`src/rtl/lpf_integrate_dump_pkg.sv`:
```
// ============================================================================
// Module      : lpf_pkg
// Description : Shared types and width helper for the integrate/dump LPF.
// Revision    : 1.0 - initial release
// ============================================================================
`default_nettype none
`timescale 1ns/1ps

package lpf_pkg;

    typedef enum logic {
        LPF_MOVING = 1'b0,
        LPF_DUMP   = 1'b1
    } lpf_mode_e;

    function automatic int lpf_out_width(input int data_w, input int depth);
        return data_w + $clog2(depth);
    endfunction

endpackage

`default_nettype wire

```
`src/rtl/lpf_integrate_dump_if.sv`:
```
// ============================================================================
// Module      : lpf_integrate_dump_if
// Description : Sample-in / result-out bundle for lpf_integrate_dump.
// Revision    : 1.0 - initial release
// ============================================================================
`default_nettype none
`timescale 1ns/1ps

interface lpf_integrate_dump_if
    import lpf_pkg::*;
#(
    parameter int DATA_WIDTH = 18,
    parameter int DEPTH      = 8
);
    localparam int c_OUT_WIDTH = lpf_out_width(DATA_WIDTH, DEPTH);

    logic                          in_valid;
    logic signed [DATA_WIDTH-1:0]  in_data;
    lpf_mode_e                     mode;
    logic [$clog2(DEPTH):0]        sym_len;
    logic                          clear;
    logic                          out_valid;
    logic signed [c_OUT_WIDTH-1:0] out_data;

    modport master (
        output in_valid, in_data, mode, sym_len, clear,
        input  out_valid, out_data
    );

    modport slave (
        input  in_valid, in_data, mode, sym_len, clear,
        output out_valid, out_data
    );

endinterface

`default_nettype wire

```
`src/rtl/lpf_integrate_dump_delay_line.sv`:
```
// ============================================================================
// Module      : lpf_delay_line
// Description : DEPTH-entry circular sample buffer; presents the oldest entry.
// Revision    : 1.0 - initial release
// ============================================================================
`default_nettype none
`timescale 1ns/1ps

module lpf_delay_line #(
    parameter int DATA_WIDTH = 18,
    parameter int DEPTH      = 8
) (
    input  logic                         clk,
    input  logic                         rst_n,
    input  logic                         i_clear,
    input  logic                         i_wr_en,
    input  logic signed [DATA_WIDTH-1:0] i_wr_data,
    output logic signed [DATA_WIDTH-1:0] o_oldest
);
    localparam int c_AW = $clog2(DEPTH);

    logic [c_AW-1:0]              r_wptr;
    logic signed [DATA_WIDTH-1:0] r_mem [DEPTH];

    // The slot about to be overwritten holds the sample from DEPTH writes ago.
    always_ff @(posedge clk or negedge rst_n) begin
        if (!rst_n) begin
            r_wptr <= '0;
            for (int i = 0; i < DEPTH; i++) r_mem[i] <= '0;
        end else if (i_clear) begin
            r_wptr <= '0;
            for (int i = 0; i < DEPTH; i++) r_mem[i] <= '0;
        end else if (i_wr_en) begin
            r_mem[r_wptr] <= i_wr_data;
            r_wptr        <= r_wptr + c_AW'(1);
        end
    end

    assign o_oldest = r_mem[r_wptr];

endmodule

`default_nettype wire

```
`src/rtl/lpf_integrate_dump.sv`:
```
// ============================================================================
// Module      : lpf_integrate_dump
// Description : Clocked boxcar LPF / integrate-and-dump; LPF_AVG_EN selects
//               rounded divide-by-DEPTH output.
// Revision    : 1.0 - initial release
// ============================================================================
`default_nettype none
`timescale 1ns/1ps

module lpf_integrate_dump
    import lpf_pkg::*;
#(
    parameter int DATA_WIDTH = 18,
    parameter int DEPTH      = 8,
    parameter int OUT_WIDTH  = lpf_out_width(DATA_WIDTH, DEPTH)
) (
    input  logic                 clk,
    input  logic                 rst_n,
    lpf_integrate_dump_if.slave  bus
);
    localparam int c_AW = $clog2(DEPTH);
    localparam int c_LW = c_AW + 1;
    localparam logic [c_LW-1:0] c_DEPTH_L = c_LW'(DEPTH);

    logic                        r_armed;
    lpf_mode_e                   r_mode;
    logic signed [OUT_WIDTH-1:0] r_acc;
    logic [c_LW-1:0]             r_count;
    logic [c_LW-1:0]             r_len;
    logic                        r_out_valid;
    logic signed [OUT_WIDTH-1:0] r_out_data;

    logic                         w_flush;
    logic                         w_dl_wr;
    logic signed [DATA_WIDTH-1:0] w_oldest;
    logic signed [OUT_WIDTH-1:0]  w_in_ext;
    logic signed [OUT_WIDTH-1:0]  w_old_ext;
    logic signed [OUT_WIDTH-1:0]  w_move_sum;
    logic signed [OUT_WIDTH-1:0]  w_dump_sum;
    logic [c_LW-1:0]              w_len_eff;
    logic [c_LW-1:0]              w_cur_len;
    logic                         w_last;

`ifdef LPF_AVG_EN
    localparam logic signed [OUT_WIDTH-1:0] c_HALF = OUT_WIDTH'(2 ** (c_AW - 1));

    function automatic logic signed [OUT_WIDTH-1:0] f_scale(input logic signed [OUT_WIDTH-1:0] s);
        logic signed [OUT_WIDTH-1:0] rounded;
        rounded = s + c_HALF;
        return rounded >>> c_AW;
    endfunction
`else
    function automatic logic signed [OUT_WIDTH-1:0] f_scale(input logic signed [OUT_WIDTH-1:0] s);
        return s;
    endfunction
`endif

    // Mode compare is suppressed on the first cycle out of reset, which
    // already starts from a flushed state, so no sample is lost there.
    assign w_flush = bus.clear | (r_armed & (bus.mode != r_mode));
    assign w_dl_wr = bus.in_valid & ~w_flush & (bus.mode == LPF_MOVING);

    lpf_delay_line #(
        .DATA_WIDTH (DATA_WIDTH),
        .DEPTH      (DEPTH)
    ) u_delay_line (
        .clk       (clk),
        .rst_n     (rst_n),
        .i_clear   (w_flush),
        .i_wr_en   (w_dl_wr),
        .i_wr_data (bus.in_data),
        .o_oldest  (w_oldest)
    );

    assign w_in_ext   = {{(OUT_WIDTH-DATA_WIDTH){bus.in_data[DATA_WIDTH-1]}}, bus.in_data};
    assign w_old_ext  = {{(OUT_WIDTH-DATA_WIDTH){w_oldest[DATA_WIDTH-1]}}, w_oldest};
    assign w_move_sum = r_acc + w_in_ext - w_old_ext;
    assign w_dump_sum = r_acc + w_in_ext;

    assign w_len_eff = ((bus.sym_len == '0) || (bus.sym_len > c_DEPTH_L)) ? c_DEPTH_L : bus.sym_len;
    assign w_cur_len = (r_count == '0) ? w_len_eff : r_len;
    assign w_last    = ((r_count + c_LW'(1)) == w_cur_len);

    always_ff @(posedge clk or negedge rst_n) begin
        if (!rst_n) begin
            r_armed     <= 1'b0;
            r_mode      <= LPF_MOVING;
            r_acc       <= '0;
            r_count     <= '0;
            r_len       <= '0;
            r_out_valid <= 1'b0;
            r_out_data  <= '0;
        end else begin
            r_armed     <= 1'b1;
            r_mode      <= bus.mode;
            r_out_valid <= 1'b0;
            if (w_flush) begin
                r_acc   <= '0;
                r_count <= '0;
                r_len   <= '0;
            end else if (bus.in_valid) begin
                if (bus.mode == LPF_MOVING) begin
                    r_acc       <= w_move_sum;
                    r_out_valid <= 1'b1;
                    r_out_data  <= f_scale(w_move_sum);
                end else if (w_last) begin
                    r_acc       <= '0;
                    r_count     <= '0;
                    r_out_valid <= 1'b1;
                    r_out_data  <= f_scale(w_dump_sum);
                end else begin
                    r_acc   <= w_dump_sum;
                    r_count <= r_count + c_LW'(1);
                    if (r_count == '0) r_len <= w_len_eff;
                end
            end
        end
    end

    assign bus.out_valid = r_out_valid;
    assign bus.out_data  = r_out_data;

endmodule

`default_nettype wire

```
`src/flat_wrapper.sv`:
```
// flat-port wrapper written by rule: the top's interface ports become plain ports
module lpf_integrate_dump_flat import lpf_pkg::*;
#(
    parameter int DATA_WIDTH = 18,
    parameter int DEPTH      = 8,
    parameter int OUT_WIDTH  = lpf_out_width(DATA_WIDTH, DEPTH)
)
  (clk, rst_n, bus_in_valid, bus_in_data, bus_mode, bus_sym_len, bus_clear, bus_out_valid, bus_out_data);
  lpf_integrate_dump_if #(.DATA_WIDTH(DATA_WIDTH), .DEPTH(DEPTH)) bus_i ();
  input  logic clk;
  input  logic rst_n;
  input wire logic [$bits(bus_i.in_valid)-1:0] bus_in_valid;
  input wire logic [$bits(bus_i.in_data)-1:0] bus_in_data;
  input wire logic [$bits(bus_i.mode)-1:0] bus_mode;
  input wire logic [$bits(bus_i.sym_len)-1:0] bus_sym_len;
  input wire logic [$bits(bus_i.clear)-1:0] bus_clear;
  output wire logic [$bits(bus_i.out_valid)-1:0] bus_out_valid;
  output wire logic [$bits(bus_i.out_data)-1:0] bus_out_data;
  assign bus_i.in_valid = bus_in_valid;
  assign bus_i.in_data = bus_in_data;
  assign bus_i.mode = bus_mode;
  assign bus_i.sym_len = bus_sym_len;
  assign bus_i.clear = bus_clear;
  assign bus_out_valid = bus_i.out_valid;
  assign bus_out_data = bus_i.out_data;
  lpf_integrate_dump #(.DATA_WIDTH(DATA_WIDTH), .DEPTH(DEPTH), .OUT_WIDTH(OUT_WIDTH)) u_core (.clk(clk), .rst_n(rst_n), .bus(bus_i));
endmodule
```
`config.mk`:
```
export PLATFORM = sky130hd
export DESIGN_NAME = lpf_integrate_dump_flat
export DESIGN_NICKNAME = d
export VERILOG_FILES = /design/src/rtl/lpf_integrate_dump_pkg.sv /design/src/rtl/lpf_integrate_dump_if.sv /design/src/rtl/lpf_integrate_dump_delay_line.sv /design/src/rtl/lpf_integrate_dump.sv /design/src/flat_wrapper.sv
export SDC_FILE = /design/constraint.sdc
export NUM_CORES = 1
export LEC_CHECK = 0
export BUFFER_PORTS_ARGS = -buffer_cell sky130_fd_sc_hd__buf_2
export CORE_MARGIN = 1.5
export CORE_UTILIZATION = 55
export CTS_BUF_LIST = sky130_fd_sc_hd__clkbuf_4 sky130_fd_sc_hd__clkbuf_8
export DETAILED_ROUTE_END_ITERATION = 6
export PLACE_DENSITY = 0.75
export SETUP_SLACK_MARGIN = 0.2
export SYNTH_ARGS = -nofsm -noshare
export SYNTH_HDL_FRONTEND = slang
export SYNTH_SLANG_ARGS = --single-unit
```
`constraint.sdc`:
```
create_clock -name clk -period 3.9 [get_ports clk]
set_clock_uncertainty 0.15 [all_clocks]
set_input_delay 0.78 -clock clk [delete_from_list [all_inputs] [get_ports clk]]
set_output_delay 0.78 -clock clk [all_outputs]
set_load 0.01 [all_outputs]
```
==> metrics.csv, run 1 <==
metric,value,unit
Post-Synth Simple-Gate Area,0.176,
Final Cycle Share,1.05,
first-pass GRT wire length,50.6,mm
CTS tree,yes,
core area,19700,sq um
setup TNS,-1.34,ns
syn_nets,1339,
"Arr. time, crit path",4.27,ns
Synth top area share,0.450,
PortBufs,48,
DR iter-0 viols,843,
TritonCTS buffer count,17,
layout cells sized above 1,0.243,
IO Count,49,
initial cell density of the core,0.566,
clk root buf,clkbuf_8,
Final Worst Setup Slack,-0.193,ns
CTS max path bufs,2,
Power Total,6720,uW
Sink Count,200,
Post-Synth Adder-Cell Area,0.0519,
Worst-path clk slew,0.11,ns
CP Class,reg2reg,
CP Launch Type,flop,
yosys warns,0,
library cells used by synthesis,69,
nets@finish,1485,
total gr overflow,0,
Hold Crit Class,in2async,
Syn Inst Count,1267,
final wirelength,31.4,mm
Max Slew Vio Count,0,
synthesized area per cell,8.79,sq um
Power Dens Cells,499,nW/um^2
initial antenna violation count,0,
Area Growth Syn to Fin,20.9,%
largest net degree at the start of global routing,86,
Crit path required time,4.08,ns
Async SR Flop Fraction,1.00,
placer congestion estimate,0.950,
Post-synth top flop,dfrtp_1,
Antenna Violating Nets Remaining,0,
Max VDD drop,0.246,mV
Max Cap Viol,0,
leakage,0.00598,uW
ranking of synthesized cells by area,"dfrtp_1, nand2_1, o21ai_0, ha_1, a22oi_1",
outcome,finished with violations,
DRC violation count after routing,0,
Worst setup EP type,flop,
Post-synth EDFFs,0,
"FF+latch count, synth",200,
Final Hold Vio Count,0,
clk_lat worst skew,0.47,ns
failing checks,setup timing,
XOR/XNOR share of the synthesized area,0.0338,
num rows,51,
DR pass1 iterations,6,
fin crit period,4.09,ns
RSZ-0062 raised after global routing,yes,
routed len/inst,18.5,microns
compound-gate portion of the synthesized area,0.212,
die width,145,microns
Final setup viols,14,
Synth area leader,dfrtp_1,
worst-path fanout max,4,
sequential area share after synthesis,0.450,
die area,21100,sq um
Multi-input gate area,5970,sq um
n_diodes,0,
htree depth,4,
slew margin rel.,0.372,
register area,5010,sq um
combinational family with the most area after synthesis,compound AO/OA/AOI/OAI gates,
Slew @ Worst Pin,0.941,ns
vias in the first global route,9868,
GR Util All Layers,0.298,
fill count,1523,
Synth Cell Area,11100,sq um
vias per cell,5.90,
Die Y,145,microns
pre-CTS setup slack,-0.641,ns
vias post-DR,9980,
mux cell area share after synthesis,0.0291,
Fmax,244,MHz
dpl hpwl,21.0,mm
placed cells by master, fill, tap and decap left out, types with 5 or more instances in the layout:
master    count
a21oi_1      40
a21oi_2      12
and3_1       17
a22o_1       21
inv_1        14
nor2_1       49
nand4_1       6
a211oi_1      5
mux2_2        5
and4_1        5
ha_1         38
mux2i_1      15
a21o_1        9
nand2_1     328
a221oi_1     11
buf_4       165
o21ai_0     165
nand2b_1      6
nor2b_1       8
xor2_1       20
dfrtp_1     197
buf_6         6
a22oi_1      47
o21ai_1      11
o211ai_1      6
xnor2_1      18
buf_2        48
o21ai_2       7
clkbuf_8     18
a211o_1       5
synth_stat cells (all sizes together) (5+ instances only):
library cell / instances
a211o: 5
a211oi: 9
a21o: 9
a21oi: 55
a221oi: 11
a22o: 21
a22oi: 47
a31oi: 5
and3: 19
and4: 7
buf: 41
clkbuf: 56
dfrtp: 200
ha: 43
inv: 15
mux2: 13
mux2i: 17
nand2: 331
nand2b: 6
nand4: 7
nor2: 54
nor2b: 8
nor3: 7
o211ai: 6
o21ai: 183
o21bai: 5
xnor2: 20
xor2: 23
power breakdown:
group | switching, uW | internal, uW | total (uW)
clock | 787 | 736 | 1520
combinational | 1490 | 1380 | 2870
sequential | 95.6 | 2230 | 2320
flip-flops by register name, summed over array words and instances, names as in the netlist, 3 cells and up:
register / cells
u_core.bus.out_data: 21
u_core.r_acc: 21
u_core.r_count: 4
u_core.r_len: 4
u_core.u_delay_line.r_mem: 144
u_core.u_delay_line.r_wptr: 3
cell families after synthesis:
kind of cell,after synthesis
adder cells (fa/ha/maj),45
AO/OA/AOI/OAI,378
buffers and inverters,112
multiplexers,30
XOR/XNOR,43
other,1
flip-flops,200
AND/OR/NAND/NOR,458
per-stage QoR:
step	std cells	hold WS, ns	area (sq um)	util
CTS	1679	0.215	13200	0.670
floorplan	1267	0.304	11200	-
finish	1691	0.184	13500	0.685
global placement	1643	0.314	12600	0.639
detailed placement	1643	0.319	12600	0.639
global route	1691	0.230	13500	0.685
cell type report:
| type | instances | share of cell area |
|---|---|---|
| clock buffer | 19 | 0.0185 |
| clock inverter | 13 | 0.0154 |
| inverter | 15 | 0.00418 |
| multi-input combinational | 955 | 0.443 |
| sequential | 200 | 0.372 |
| tap | 265 | 0.0246 |
| timing repair buffer | 224 | 0.122 |
repair_timing:
item,CTS,global route
hold buffers,0,0
cloned,0,1
endpoints found under the setup margin,24,26
resized for setup,35,44
buffers inserted,4,11
pin swaps,24,27
per-layer routing:
metal	global-route usage	share of wire	vias to the layer above
met4	0.106	0.029	0
met1	0.388	0.42	4855
met2	0.508	0.49	369
li1	-	-	4689
met3	0.0415	0.059	67
met5	0	0	-
worst paths after layout:
| kind | start | to | slack, ns | cells past startpoint |
|---|---|---|---|---|
| worst max-delay path | u_core.r_acc[0] | u_core.bus.out_data[19] | -0.19 | 19 |
| worst min-delay path | rst_n | u_core.r_len[3] | 0.18 | 1 |
| worst max register to register | u_core.r_acc[0] | u_core.bus.out_data[19] | -0.19 | 19 |
| worst min register to register | u_core.bus.out_data[12] | u_core.bus.out_data[12] | 0.34 | 1 |
| max in group asynchronous | rst_n | u_core.u_delay_line.r_mem[121] | 2.61 | 2 |
| min in group clk | bus_mode | u_core.r_mode | 0.33 | 1 |
critical path, cell delays in order (launching register included):
cell       delay [ns]
dfrtp_1          0.43
ha_4             0.19
fa_2             0.36
a211oi_2         0.28
o21ai_2          0.12
o2111a_2         0.35
o2111ai_2        0.22
nand2_2          0.10
xor2_2           0.17
ha_1             0.32
buf_4            0.15
a21oi_4          0.15
nor2_2           0.05
nor2_2           0.13
buf_4            0.13
inv_1            0.05
a21oi_2          0.18
a21oi_2          0.08
xnor2_1          0.22
a31oi_1          0.13
Note: power is estimated with default switching activity, not from simulation.
==> run 2, diff against run 1 <==
CTS_BUF_LIST = default   (was sky130_fd_sc_hd__clkbuf_4 sky130_fd_sc_hd__clkbuf_8)
==> metrics.csv, run 2 (synthesized netlist as in run 1, its figures left out) <==
metric,value,unit
num rows,51,
fin crit period,4.39,ns
Worst Setup SP,bus_in_data[6],
setup TNS,-4.04,ns
Gate power share,0.446,
Area Growth Syn to Fin,26.8,%
leakage,0.00621,uW
dpl hpwl,21.0,mm
Antenna Violating Nets Remaining,0,
Die Y,145,microns
CTS tree,yes,
clk_lat worst skew,0.44,ns
hold buffers post-CTS,0,
Crit path required time,4.07,ns
failing checks,setup timing,
initial cell density of the core,0.566,
first-pass GRT wire length,52.1,mm
die area,21100,sq um
R2R Setup Slk,-0.48,ns
final wirelength,35.5,mm
Final Hold Vio Count,0,
nets@finish,1499,
worst-path fanout max,4,
DR pass1 iterations,7,
vias post-DR,10663,
Power Dens Cells,548,nW/um^2
Sw Pwr,2790,uW
clk root buf,clkbuf_16,
worst r2r src,u_core.r_acc[0],
Final Worst Setup Slack,-0.492,ns
PortBufs,48,
Power Total,7730,uW
clock network fraction of design power,0.252,
TritonCTS buffer count,17,
worst reg2reg path depth,19,
CP Launch Type,input pin,
worst setup path endpoint,u_core.bus.out_data[20],
Final setup viols,14,
Worst-path clk slew,0.08,ns
DRC violation count after routing,0,
register with the most flip-flops,u_core.u_delay_line.r_mem,
"commonest non-fill, non-tap cell in the layout",nand2_1,
placer congestion estimate,0.950,
switching part of the total,0.361,
Sink Count,200,
internal power,4940,uW
DR iter-0 viols,1080,
"Arr. time, crit path",4.56,ns
total gr overflow,0,
n_diodes,0,
layout cells sized above 1,0.270,
Slew @ Worst Pin,1.04,ns
initial antenna violation count,0,
final hold slack,0.222,ns
IO Count,49,
core area,19700,sq um
Worst setup EP type,flop,
vias in the first global route,10230,
GR Util All Layers,0.307,
Fmax,228,MHz
max reg flops,144,
CTS max path bufs,2,
outcome,finished with violations,
RSZ-0062 raised after global routing,yes,
Hold Crit Class,in2async,
vias per cell,6.25,
slew margin rel.,0.304,
CP Class,in2reg,
"commonest non-fill, non-tap cells in the layout","nand2_1, dfrtp_1, buf_4",
Final Cycle Share,1.13,
largest net degree at the start of global routing,86,
htree depth,4,
routed len/inst,20.8,microns
Max VDD drop,0.292,mV
Sequential Power Share,0.302,
RR Endpoint,u_core.bus.out_data[20],
pre-CTS setup slack,-0.641,ns
Max Cap Viol,0,
Max Slew Vio Count,0,
die width,145,microns
run 2: cell types whose count changed in the layout (fill, tap and decap cells not counted), sizes merged:
cell / previous run / this run
buf: 223 / 237
run 2: power groups by stage:
stage                     clock network [uW]  logic (uW)  registers (uW)
after global routing                    2030        3610            2350
final                                   1950        3450            2330
after detailed placement                   0        2430            2360
after floorplan                            0        1420            2390
after CTS                               1960        2700            2320
after global placement                     0        2380            2350
run 2: stage by stage:
step | utilization | cells | cell area (sq um)
after detailed placement | 0.639 | 1643 | 12600
after floorplan | - | 1267 | 11200
after global placement | 0.639 | 1643 | 12600
after CTS | 0.688 | 1687 | 13500
final | 0.718 | 1705 | 14100
after global routing | 0.718 | 1705 | 14100
run 2: worst min-delay path by stage:
stage	cells past startpoint	slack (ns)	start	endpoint
finish	1	0.22	rst_n	u_core.r_len[3]
CTS	1	0.26	rst_n	u_core.r_len[3]
detailed placement	1	0.32	u_core.bus.out_data[12]	u_core.bus.out_data[12]
global route	1	0.28	rst_n	u_core.r_len[3]
global placement	1	0.31	u_core.bus.out_data[5]	u_core.bus.out_data[5]
floorplan	2	0.30	u_core.r_acc[10]	u_core.r_acc[10]
run 2: routing by layer:
layer | GRT usage | share of wire | vias up
met5 | 0 | 0 | -
met4 | 0.125 | 0.048 | 0
met3 | 0.0393 | 0.076 | 147
met2 | 0.524 | 0.48 | 632
met1 | 0.394 | 0.40 | 5160
li1 | - | - | 4724
run 2: critical path, stage by stage:
cell	delay, ns
buf_2	0.12
ha_1	0.33
a211o_1	0.34
o2111a_2	0.32
a31oi_4	0.21
buf_6	0.14
o21ai_4	0.05
or4_4	0.52
nand3_4	0.12
ha_4	0.21
buf_4	0.14
inv_2	0.06
nor2_1	0.05
nor2_1	0.28
a32oi_2	0.20
mux2i_1	0.17
xor2_1	0.20
mux2_4	0.30
run 2: layout make-up:
type | instances | area, sq um
fillers | 1368 | 5540
clock buffers | 19 | 433
inverters | 15 | 56.3
multi-input cells | 955 | 6270
clock inverters | 13 | 208
well taps | 265 | 332
flip-flops and latches | 200 | 5010
repair buffers | 238 | 1800
run 2: repair_timing:
item | CTS | global route
setup buffers | 12 | 18
gates resized for setup | 59 | 85
cloned | 0 | 0
endpoints found under the setup margin | 25 | 27
pin swaps | 38 | 64
hold endpoints to repair | 0 | 0
==> run 3, diff against run 2 <==
BUFFER_PORTS_ARGS = -buffer_cell sky130_fd_sc_hd__buf_4   (was -buffer_cell sky130_fd_sc_hd__buf_2)
CORE_UTILIZATION = 40   (was 55)
PLACE_DENSITY = default   (was 0.75)
==> metrics.csv, run 3 (synthesized netlist as in run 1, its figures left out) <==
metric,value,unit
max reg flops,144,
Die Y,170,microns
CTS max path bufs,2,
htree depth,4,
n_diodes,0,
IO Count,49,
Fmax,248,MHz
dpl hpwl,22.4,mm
core area,27100,sq um
TritonCTS buffer count,17,
"commonest non-fill, non-tap cell in the layout",nand2_1,
fin crit period,4.03,ns
vias post-DR,9794,
Final Hold Vio Count,0,
Power Dens Cells,507,nW/um^2
RSZ-0062 raised after global routing,yes,
"commonest non-fill, non-tap cells in the layout","nand2_1, buf_4, dfrtp_1",
post-placement cell count,1759,
vias per cell,5.36,
fill count,2446,
"Arr. time, crit path",4.20,ns
PortBufs,48,
Antenna Violating Nets Remaining,0,
vias in the first global route,9719,
Final Cycle Share,1.03,
Final setup viols,9,
initial cell density of the core,0.411,
routed len/inst,18.1,microns
Max VDD drop,0.353,mV
outcome,finished with violations,
Max Slew Vio Count,0,
register with the most flip-flops,u_core.u_delay_line.r_mem,
nets@finish,1514,
largest net degree at the start of global routing,82,
Max Cap Viol,0,
CP peak stage delay,0.33,ns
first-pass GRT wire length,52.7,mm
CP Class,in2reg,
Crit path required time,4.07,ns
Power Total,7270,uW
placer congestion estimate,0.946,
die area,28800,sq um
worst-path fanout max,3,
slew margin rel.,0.448,
worst reg2reg path depth,16,
clk_lat worst skew,0.44,ns
clk root buf,clkbuf_16,
Slew @ Worst Pin,0.828,ns
Sink Count,200,
hold buffers post-CTS,0,
Hold Crit Class,in2async,
DRC violation count after routing,0,
CP Launch Type,input pin,
failing checks,setup timing,
Multi-input gate area,6250,sq um
total gr overflow,0,
Final Worst Setup Slack,-0.128,ns
register area,5010,sq um
Worst-path clk slew,0.07,ns
initial antenna violation count,0,
Worst setup EP type,flop,
final wirelength,33.0,mm
Final Non-Filler Cells,1826,
CP most frequent cell,xor2_1,
GR Util All Layers,0.234,
leakage,0.00630,uW
CP Cell Sequence,buf_4 -> ha_4 -> a211oi_4 -> o21bai_2 -> o2111a_2 -> a31oi_4 -> o21ai_2 -> xor2_1 -> ha_1 -> and4_4 -> or3_1 -> o221ai_2 -> a211o_1 -> a32oi_2 -> mux2i_1 -> xor2_1 -> mux2_2,
DR iter-0 viols,741,
die width,170,microns
num rows,60,
layout cells sized above 1,0.276,
Layout Utilization,0.529,
"Slowest-stage cell, CP",ha_1,
Area Growth Syn to Fin,28.9,%
DR pass1 iterations,5,
CTS tree,yes,
[run 3: changes by cell type in the layout (fill, tap and decap cells not counted), moves of 3 or more]
cell / before / now
bufinv_16: 4 / 1
ha_1: 32 / 29
xor2_4: 3 / 0
buf_2: 46 / 1
buf_4: 169 / 229
buf_6: 17 / 20
a21oi_1: 34 / 40
a21oi_4: 8 / 4
[run 3: path summary, 6_finish.rpt]
path / start / end / slack [ns]
setup / recovery: bus_in_data[1] / u_core.bus.out_data[20] / -0.13
hold / removal: rst_n / u_core.u_delay_line.r_mem[46] / 0.15
setup reg to reg: u_core.r_acc[0] / u_core.bus.out_data[20] / -0.10
hold reg to reg: u_core.bus.out_data[5] / u_core.bus.out_data[5] / 0.34
max in group asynchronous: rst_n / u_core.r_acc[1] / 2.57
min in group clk: u_core.bus.out_data[5] / u_core.bus.out_data[5] / 0.34
[run 3: what timing repair did]
action,in CTS,in global routing
pin swaps,38,41
gates resized for setup,67,77
endpoints found under the setup margin,26,28
setup buffers,21,15
[run 3: report_power, final]
| part | internal, uW | switching, uW | leakage (uW) |
|---|---|---|---|
| clock network | 915 | 826 | 0.000273 |
| registers | 2230 | 96.3 | 0.00271 |
| logic | 1640 | 1570 | 0.00331 |
[run 3: area by class of cell]
class | instances | share of cell area
well taps | 372 | 0.0324
clock buffers | 21 | 0.0314
repair buffers | 253 | 0.140
multi-input cells | 955 | 0.436
clock inverters | 10 | 0.00785
inverters | 15 | 0.00392
flip-flops and latches | 200 | 0.349
[run 3: critical path, delay by kind of cell]
family	cells	cell delay [ns]
AOI/OAI and AO/OA	8	1.58
xor gates and xnor gates	2	0.28
adders and majority gates	2	0.58
buffers and inverters	1	0.13
muxes	2	0.51
and+or+nand+nor	2	0.33
[run 3: per-stage QoR]
step	instance area, sq um	TNS (ns)	setup slack [ns]	hold slack [ns]
after floorplan	11200	-1.32	-0.330	0.304
after global placement	12900	-11.55	-0.642	0.321
after detailed placement	12900	-12.43	-0.674	0.327
after CTS	13800	-0.226	-0.0905	0.151
after global routing	14300	-2.64	-0.249	0.165
final	14300	-0.459	-0.128	0.152
[run 3: routing by layer]
| metal | track usage | up-vias | routed length [microns] |
|---|---|---|---|
| li1 | - | 4740 | - |
| met1 | 0.310 | 4777 | 15000 |
| met2 | 0.404 | 232 | 16100 |
| met3 | 0.0286 | 45 | 1190 |
| met4 | 0.0662 | 0 | 697 |
| met5 | 0 | - | 0 |
